==> src/rtl/fd_defs_pkg.sv <==
// ----------------------------------------------------------------------------
// fd_defs_pkg
// Shared decode constants for the F/D branch controller: opcode values,
// REGIMM rt-field codes, next-PC select encodings and the reset PC.
// Optional feature macro: BRANCH_LIKELY_EN (the beql/bnel opcodes are always
// defined here; only the decoder decides whether they are recognised).
// ----------------------------------------------------------------------------
package fd_defs_pkg;

  localparam logic [5:0] OP_REGIMM = 6'b000001;
  localparam logic [5:0] OP_J      = 6'b000010;
  localparam logic [5:0] OP_JAL    = 6'b000011;
  localparam logic [5:0] OP_BEQ    = 6'b000100;
  localparam logic [5:0] OP_BNE    = 6'b000101;
  localparam logic [5:0] OP_BEQL   = 6'b010100;
  localparam logic [5:0] OP_BNEL   = 6'b010101;

  // rt-field sub-opcodes under REGIMM
  localparam logic [4:0] RT_BLTZ = 5'b00000;
  localparam logic [4:0] RT_BGEZ = 5'b00001;

  // Next-PC select; remaining 4-bit codes are reserved and never produced.
  typedef enum logic [3:0] {
    PCSEL_SEQ = 4'd0,
    PCSEL_BR  = 4'd1,
    PCSEL_JMP = 4'd2
  } pcsel_e;

  localparam logic [31:0] RESET_PC = 32'h0000_3000;

endpackage

==> src/rtl/fd_branch_ctrl_if.sv <==
// ----------------------------------------------------------------------------
// fd_branch_ctrl_if
// Bundle between fetch/hazard logic (master) and the F/D branch controller
// (slave).
//   master drives : F_PC, F_Instr, stall, D_rsData, D_rtData
//   slave drives  : D_PC, D_Instr, D_valid, D_PCsel, condition,
//                   D_extImm, D_index
// ----------------------------------------------------------------------------
interface fd_branch_ctrl_if;

  logic [31:0] F_PC;
  logic [31:0] F_Instr;
  logic        stall;
  logic [31:0] D_rsData;
  logic [31:0] D_rtData;

  logic [31:0] D_PC;
  logic [31:0] D_Instr;
  logic        D_valid;
  logic [3:0]  D_PCsel;
  logic [1:0]  condition;
  logic [31:0] D_extImm;
  logic [25:0] D_index;

  modport master (
    output F_PC, F_Instr, stall, D_rsData, D_rtData,
    input  D_PC, D_Instr, D_valid, D_PCsel, condition, D_extImm, D_index
  );

  modport slave (
    input  F_PC, F_Instr, stall, D_rsData, D_rtData,
    output D_PC, D_Instr, D_valid, D_PCsel, condition, D_extImm, D_index
  );

endinterface

==> src/rtl/branch_cmp.sv <==
// ----------------------------------------------------------------------------
// branch_cmp
// Pure combinational branch resolution for the D stage.
// Ports:
//   i_rs, i_rt     : forwarded register operands
//   i_opcode       : Instr[31:26]
//   i_rt_field     : Instr[20:16] (REGIMM sub-opcode)
//   o_taken        : conditional branch is taken (validity applied by caller)
//   o_condition    : {rs negative, rs == rt}, independent of opcode
// Optional feature macro: BRANCH_LIKELY_EN adds beql/bnel.
// ----------------------------------------------------------------------------
module branch_cmp
  import fd_defs_pkg::*;
(
  input  logic [31:0] i_rs,
  input  logic [31:0] i_rt,
  input  logic [5:0]  i_opcode,
  input  logic [4:0]  i_rt_field,
  output logic        o_taken,
  output logic [1:0]  o_condition
);

  logic w_eq;
  logic w_neg;

  assign w_eq        = (i_rs == i_rt);
  assign w_neg       = i_rs[31];
  assign o_condition = {w_neg, w_eq};

  always_comb begin
    // NOTE: default assignment up front so no path leaves o_taken unassigned
    // (an unassigned path in always_comb would infer a latch).
    o_taken = 1'b0;
    case (i_opcode)
      OP_BEQ:    o_taken = w_eq;
      OP_BNE:    o_taken = ~w_eq;
      OP_REGIMM: begin
        if (i_rt_field == RT_BGEZ)      o_taken = ~w_neg;
        else if (i_rt_field == RT_BLTZ) o_taken = w_neg;
      end
`ifdef BRANCH_LIKELY_EN
      OP_BEQL:   o_taken = w_eq;
      OP_BNEL:   o_taken = ~w_eq;
`endif
      default:   o_taken = 1'b0;
    endcase
  end

endmodule

==> src/rtl/fd_branch_ctrl.sv <==
// ----------------------------------------------------------------------------
// fd_branch_ctrl
// F/D pipeline register plus D-stage control-flow decode. Captures the fetch
// PC/instruction, then decodes the held instruction into a next-PC select,
// compare flags, sign-extended immediate and jump index. Branches resolve in
// D with a single MIPS delay slot.
// Ports:
//   clk   : system clock
//   reset : synchronous, active-high
//   bus   : fd_branch_ctrl_if.slave (F inputs, stall, forwarded rs/rt in;
//           D_PC/D_Instr/D_valid/D_PCsel/condition/D_extImm/D_index out)
// Optional feature macro: BRANCH_LIKELY_EN -- beql/bnel with delay-slot
// squash when not taken.
// ----------------------------------------------------------------------------
module fd_branch_ctrl
  import fd_defs_pkg::*;
#(
  parameter logic [31:0] RESET_PC  = fd_defs_pkg::RESET_PC,
  parameter logic [31:0] NOP_INSTR = 32'h0000_0000
) (
  input logic             clk,
  input logic             reset,
  fd_branch_ctrl_if.slave bus
);

  logic [31:0] r_pc;
  logic [31:0] r_instr;
  logic        r_valid;

  logic [5:0]  w_opcode;
  logic        w_taken;
  logic [1:0]  w_condition;
  pcsel_e      w_pcsel;

  assign w_opcode = r_instr[31:26];

  branch_cmp u_branch_cmp (
    .i_rs        (bus.D_rsData),
    .i_rt        (bus.D_rtData),
    .i_opcode    (w_opcode),
    .i_rt_field  (r_instr[20:16]),
    .o_taken     (w_taken),
    .o_condition (w_condition)
  );

`ifdef BRANCH_LIKELY_EN
  // Set while D holds a squashed delay slot; held through stalls.
  logic r_nullify;
  logic w_kill_slot;

  // A valid, not-taken branch-likely in D kills whatever F presents at the
  // next advancing edge, i.e. its delay slot.
  assign w_kill_slot = r_valid && !w_taken && !r_nullify &&
                       ((w_opcode == OP_BEQL) || (w_opcode == OP_BNEL));
`endif

  always_ff @(posedge clk) begin
    // NOTE: sequential state uses non-blocking assignments only, so every
    // register samples pre-edge values regardless of statement order.
    if (reset) begin
      r_pc      <= RESET_PC;
      r_instr   <= NOP_INSTR;
      r_valid   <= 1'b0;
`ifdef BRANCH_LIKELY_EN
      r_nullify <= 1'b0;
`endif
    end else if (!bus.stall) begin
`ifdef BRANCH_LIKELY_EN
      if (w_kill_slot) begin
        r_pc      <= bus.F_PC;
        r_instr   <= NOP_INSTR;
        r_valid   <= 1'b0;
        r_nullify <= 1'b1;
      end else begin
        r_pc      <= bus.F_PC;
        r_instr   <= bus.F_Instr;
        r_valid   <= 1'b1;
        r_nullify <= 1'b0;
      end
`else
      r_pc    <= bus.F_PC;
      r_instr <= bus.F_Instr;
      r_valid <= 1'b1;
`endif
    end
  end

  always_comb begin
    w_pcsel = PCSEL_SEQ;
    if (r_valid) begin
      if ((w_opcode == OP_J) || (w_opcode == OP_JAL)) w_pcsel = PCSEL_JMP;
      else if (w_taken)                               w_pcsel = PCSEL_BR;
    end
  end

  assign bus.D_PC      = r_pc;
  assign bus.D_Instr   = r_instr;
  assign bus.D_valid   = r_valid;
  assign bus.D_PCsel   = w_pcsel;
  assign bus.condition = w_condition;
  assign bus.D_extImm  = {{16{r_instr[15]}}, r_instr[15:0]};
  assign bus.D_index   = r_instr[25:0];

endmodule

==> src/flat_wrapper.sv <==
// flat-port wrapper written by rule: the top's interface ports become plain ports
module fd_branch_ctrl_flat import fd_defs_pkg::*;
#(
  parameter logic [31:0] RESET_PC  = fd_defs_pkg::RESET_PC,
  parameter logic [31:0] NOP_INSTR = 32'h0000_0000
)
  (clk, reset, bus_F_PC, bus_F_Instr, bus_stall, bus_D_rsData, bus_D_rtData, bus_D_PC, bus_D_Instr, bus_D_valid, bus_D_PCsel, bus_condition, bus_D_extImm, bus_D_index);
  fd_branch_ctrl_if bus_i ();
  input logic clk;
  input logic reset;
  input wire logic [$bits(bus_i.F_PC)-1:0] bus_F_PC;
  input wire logic [$bits(bus_i.F_Instr)-1:0] bus_F_Instr;
  input wire logic [$bits(bus_i.stall)-1:0] bus_stall;
  input wire logic [$bits(bus_i.D_rsData)-1:0] bus_D_rsData;
  input wire logic [$bits(bus_i.D_rtData)-1:0] bus_D_rtData;
  output wire logic [$bits(bus_i.D_PC)-1:0] bus_D_PC;
  output wire logic [$bits(bus_i.D_Instr)-1:0] bus_D_Instr;
  output wire logic [$bits(bus_i.D_valid)-1:0] bus_D_valid;
  output wire logic [$bits(bus_i.D_PCsel)-1:0] bus_D_PCsel;
  output wire logic [$bits(bus_i.condition)-1:0] bus_condition;
  output wire logic [$bits(bus_i.D_extImm)-1:0] bus_D_extImm;
  output wire logic [$bits(bus_i.D_index)-1:0] bus_D_index;
  assign bus_i.F_PC = bus_F_PC;
  assign bus_i.F_Instr = bus_F_Instr;
  assign bus_i.stall = bus_stall;
  assign bus_i.D_rsData = bus_D_rsData;
  assign bus_i.D_rtData = bus_D_rtData;
  assign bus_D_PC = bus_i.D_PC;
  assign bus_D_Instr = bus_i.D_Instr;
  assign bus_D_valid = bus_i.D_valid;
  assign bus_D_PCsel = bus_i.D_PCsel;
  assign bus_condition = bus_i.condition;
  assign bus_D_extImm = bus_i.D_extImm;
  assign bus_D_index = bus_i.D_index;
  fd_branch_ctrl #(.RESET_PC(RESET_PC), .NOP_INSTR(NOP_INSTR)) u_core (.clk(clk), .reset(reset), .bus(bus_i));
endmodule
==> config.mk <==
export PLATFORM = sky130hd
export DESIGN_NAME = fd_branch_ctrl_flat
export DESIGN_NICKNAME = d
export VERILOG_FILES = /design/src/rtl/fd_defs_pkg.sv /design/src/rtl/fd_branch_ctrl_if.sv /design/src/rtl/branch_cmp.sv /design/src/rtl/fd_branch_ctrl.sv /design/src/flat_wrapper.sv
export SDC_FILE = /design/constraint.sdc
export NUM_CORES = 1
export LEC_CHECK = 0
export ABC_AREA = 1
export ABC_CLOCK_PERIOD_IN_PS = 1100
export BUFFER_PORTS_ARGS = -buffer_cell sky130_fd_sc_hd__buf_2
export CORE_AREA = 2 2 102 104
export DETAILED_ROUTE_END_ITERATION = 6
export DIE_AREA = 0 0 104 106
export GPL_TIMING_DRIVEN = 0
export PLACE_DENSITY = 0.72
export REMOVE_ABC_BUFFERS = 1
export SYNTH_ARGS = -nofsm -noshare
export SYNTH_HDL_FRONTEND = slang
export SYNTH_SLANG_ARGS = --single-unit
==> constraint.sdc <==
create_clock -name clk -period 1.1 [get_ports clk]
set_input_delay 0.22 -clock clk [delete_from_list [all_inputs] [get_ports clk]]
set_output_delay 0.22 -clock clk [all_outputs]
set_load 0.01 [all_outputs]
# == Word-level counts from Yosys, hierarchy flattened ==
# Cells that the tools add are included.
# word_totals
regBits,65
word_cells,20
inputBits,131
output_inout_bits,129
# op_classes
bitwise,2
muxes,6
n_eq_ne,7
reduce_logical,2
# ops
op,count
== test 32 bit,1
== test 6 x 2 -> 1 bit (second input constant),2
== test 6 x 3 -> 1 bit (second input constant),2
2-to-1 mux 4 bit,2
== test 6 x 1 -> 1 bit (second input constant),1
== test 5 x 1 -> 1 bit (second input constant),1
zero test 5 bit,1
2-to-1 mux 1 bit,3
one-hot mux 1 bit (3 select lines),1
inverter 1 bit,2
logical OR 1 bit,1

# == Logic depth before layout (Yosys ltp) ==
# logic_depth
depth_word,7
depth_mapped,11
mapped_depth_nobuf,11

# == Modules after synthesis ==
# From an unflattened synthesis, not the netlist that was laid out.
# hier_totals
cells_unflattened,501
area_unflattened_um2,3616.0
# modules_own_cells
mod,instances,cells_each,seq_area_each_um2,area_each_um2
fd_branch_ctrl,1,348,1301.2,2915.3
branch_cmp,1,153,0.0,700.7

# == Worst setup path before layout ==
# OpenSTA, ideal clock, no wires.
# synth_path
path_kind,in2out
startpoint,in bus_D_rtData[0]
endpoint,out bus_D_PCsel[0]
t_required_ns,0.880
path_stages,9
slack_ns,-0.108
arrival_time_ns,0.988
path_buffers,0
cell_sequence,xnor2_1 nand2_1 nor2_2 nand2_1 nor2_2 nand3_1 nand2_1 nand2_1 nor2_1
# synth_via
elab_chain_cells,6
# synth_rtl
item,line,source
from (decl),flat_wrapper.sv:15,input wire logic [$bits(bus_i.D_rtData)-1:0] bus_D_rtData;
== test 32 bit (*),branch_cmp.sv:26,assign w_eq = (i_rs == i_rt);
inverter 1 bit,branch_cmp.sv:36,OP_BNE: o_taken = ~w_eq;
one-hot mux 1 bit (3 select lines) (*),branch_cmp.sv:34,case (i_opcode)
2-to-1 mux 1 bit (*),fd_branch_ctrl.sv:92,else if (w_taken) w_pcsel = PCSEL_BR;
2-to-1 mux 4 bit (*),fd_branch_ctrl.sv:91,if ((w_opcode == OP_J) || (w_opcode == OP_JAL)) w_pcsel = PCSEL_JMP;
2-to-1 mux 4 bit (*),fd_branch_ctrl.sv:90,if (r_valid) begin
to (decl),flat_wrapper.sv:19,output wire logic [$bits(bus_i.D_PCsel)-1:0] bus_D_PCsel;
# Mark *: on every way between the ends. The rest lies on a longest branch, timed or not.

# == Final worst setup path ==
# layout_path
startpoint,"reg u_core.r_instr[29], in the netlist u_core.bus.D_Instr[29]"
endpoint,out bus_D_PCsel[0]
# layout_via
elab_chain_cells,5
word_cells_on_any_way,10
classes_between,eq/ne (5); mux (4); reduce/logical (1)
# layout_rtl
item,line,source
from (decl),fd_branch_ctrl.sv:27,logic [31:0] r_instr;
from (signal assigned),fd_branch_ctrl.sv:82,r_instr <= bus.F_Instr;
== test 6 x 1 -> 1 bit or == test 6 x 3 -> 1 bit (tied branches),branch_cmp.sv:34,
one-hot mux 1 bit (3 select lines),branch_cmp.sv:34,
2-to-1 mux 1 bit,fd_branch_ctrl.sv:92,
2-to-1 mux 4 bit (*),fd_branch_ctrl.sv:91,
2-to-1 mux 4 bit (*),fd_branch_ctrl.sv:90,
# Marked as above.

==> impl_results.md <==
* Pre-antenna DRT Iters at 4
* Clock Latency Late Sink at 330 ps
* Cell Area, Synth at 3289 sq um
* Die area at 11020 sq um
* Post-synthesis sequential area ratio at 0.3956
* Post-DR wirelength/cell at 11.93 microns
* Simple-Gate Fraction of Synth Area at 0.2400
* # rows at 37
* Slew HR at 0.6414
* Clk slew on worst S/H paths at 70 ps
* DP Cell Count at 785
* Num CTS Buffers at 9
* Post-Synth XOR/XNOR Area at 0.05820
* Max Fclk at 639.3 MHz
* Failing checks: setup timing
* Post-DP Area at 4202 sq um
* Non-Filler Instances at 809
* Commonest cells after routing, fill and taps aside: buf_2 (223), nor2_1 (130), nand2_1 (63)
* Maxcap violations at 0
* Worst path arrival time at 1340 ps
* Proportion of layout cells with a drive suffix above 1 at 0.4926
* CP Max Fanout at 3
* # IOs at 260
* Area delta synth->final at 46.18%
* Wire length of the first global-routing pass at 14.33 mm
* Data required, critical path at 880 ps
* CTS tree: done
* Crit-path max cell delay at 340 ps
* Commonest non-fill, non-tap cell in the layout: buf_2
* Synthesis-stage register bit count at 65
* Final Worst Setup Slack at -464.2 ps
* RSZ-0062 raised after global routing: true
* Syn avg cell area at 6.969 sq um
* LEAKAGE at 2.616 nW
* Yosys cell types at 18
* CTS hold repair buffers at 0
* Delay-heaviest family, CP: flip-flops
* Largest net degree at the start of global routing at 69
* Clock Tree Root: clkbuf_8
* DP Wirelength at 6.637 mm
* CP Launch Type: flop
* Synth Area in Compound Gates at 0.1042
* WL final at 9.649 mm
* Setup Skew at 0 ps
* Mux cell area share after synthesis at 0
* IO Port Bufs at 257
* # DRC at 0
* DRT iter0 DRCs at 108
* Post-Synth Adder-Cell Area at 0
* Worst hold-check path type: in2reg
* Critical path buffers and inverters at 1
* Clock sinks at 65
* VDD IR max at 0.7319 mV
* Slew Viols, Final at 0
* Grt total ovfl at 0
* Fin. Hold Viols at 0
* Number of global-route vias before repair at 3108
* Core Box Area at 10000 sq um
* Number of nets in the layout at 798
* FF-to-FF setup slack at 210 ps
* Post-Layout Inst Area at 4808 sq um
* Worst-margin pin slew at 537.9 ps
* Die height at 106 microns
* Max stage delay cell, worst path: dfxtp_2
* Overall Global Routing Usage at 0.1604
* Clock Path Buffers at 2
* Min Tclk post-route at 1564 ps
* Worst setup EP type: output port
* Gpl congestion at 0.7273
* Main combinational cell family by area after synthesis: simple AND/OR/NAND/NOR gates
* Starting Density at 0.3290
* DRT antenna net count at 0
* CP cell instances: nor2_2 > o21a_1 > nand4_1 > o21ai_1 > a21oi_1 > nor2_1 > buf_2
* H-tree depth at 3
* Vias/cell at 4.241
* DR vias at 3431
* Final worst-path cycle share at 1.422
* Die W at 104 microns
* Initial antenna violation count at 1
* Final setup fails at 21
* Run status: complete, but fails checks
* WS Path Type: reg2out
* Cell area power density at 1267 nW/um^2
* Synth Warn # at 0
* Mapped Cells at 472
routing by layer:
| layer | global-route usage | share of wire | vias to the layer above |
|---|---|---|---|
| li1 | - | - | 1782 |
| met4 | 0.04344 | 0.0088 | 0 |
| met5 | 0 | 0 | - |
| met1 | 0.1807 | 0.40 | 1476 |
| met3 | 0.06806 | 0.10 | 9 |
| met2 | 0.2787 | 0.49 | 164 |
logic make-up (layout without fill, tap and decap cells):
logic type	after synthesis	count (layout)
buffers and inverters	111	310
flip-flops	65	65
AO/OA/AOI/OAI	68	68
AND/OR/NAND/NOR	206	206
other	1	3
XOR/XNOR	21	21
area by class of cell:
class                   count  area, sq um
fillers                  1060         5191
diodes                      1        2.502
multi-input cells         297         1384
flip-flops and latches     65         1361
inverters                  30        122.6
clock buffers              10        137.6
well taps                 136        170.2
repair buffers            264         1563
clock inverters             6        67.56
path summary, 6_finish.rpt:
kind | end | start | depth (start not counted)
worst max register to register | u_core.bus.D_Instr[15] | u_core.bus.D_Instr[15] | 4
worst min-delay path | u_core.bus.D_valid | reset | 2
worst min register to register | u_core.bus.D_PC[12] | u_core.bus.D_PC[12] | 2
worst max-delay path | bus_D_PCsel[0] | u_core.bus.D_Instr[29] | 7
through the flow:
| step | util | hold slack, ps | setup WS [ps] | total power [mW] | TNS [ps] |
|---|---|---|---|---|---|
| 2_1_floorplan | - | 289.1 | -713.0 | 3.241 | -12690 |
| 3_3_place_gp | 0.4202 | 404.2 | -1161 | 3.892 | -73020 |
| 3_5_place_dp | 0.4202 | 404.9 | -1212 | 3.912 | -73070 |
| 4_1_cts | 0.4581 | 56.16 | -499.3 | 6.070 | -2813 |
| 5_1_grt | 0.4806 | 50.11 | -675.3 | 6.454 | -4473 |
| 6_report | 0.4809 | 77.69 | -464.2 | 6.091 | -2883 |
cell usage after synthesis:
library cell  number  share of area
clkbuf_2           1         0.0015
nor2_1           134           0.15
buf_4             62           0.14
xnor2_2            1         0.0049
nand2_1           63          0.072
conb_1             1         0.0011
a21oi_1            4         0.0061
nand4_1            1         0.0019
buf_2              8          0.012
dfxtp_1           65           0.40
xnor2_1           20          0.053
o21a_1             1         0.0023
nor2_2             3         0.0057
clkbuf_1          10          0.011
inv_1             28          0.032
nand3_1            5         0.0076
inv_2              2         0.0023
o21ai_0           63          0.096
sequential cells by signal (all words and copies together) (netlist names):
register            cells
u_core.bus.D_valid      1
u_core.bus.D_PC        32
u_core.bus.D_Instr     32
where the power goes:
part	switching [mW]	internal, mW
Sequential	0.125	2.53
Clock	0.944	1.11
Combinational	0.693	0.688
timing repair:
item                                    CTS  global route
buffers inserted                          6             0
gates cloned                              1             0
resized for setup                        41            60
pin swaps                                11             6
endpoints found under the setup margin  104            87
Note: power is estimated with default switching activity, not from simulation.
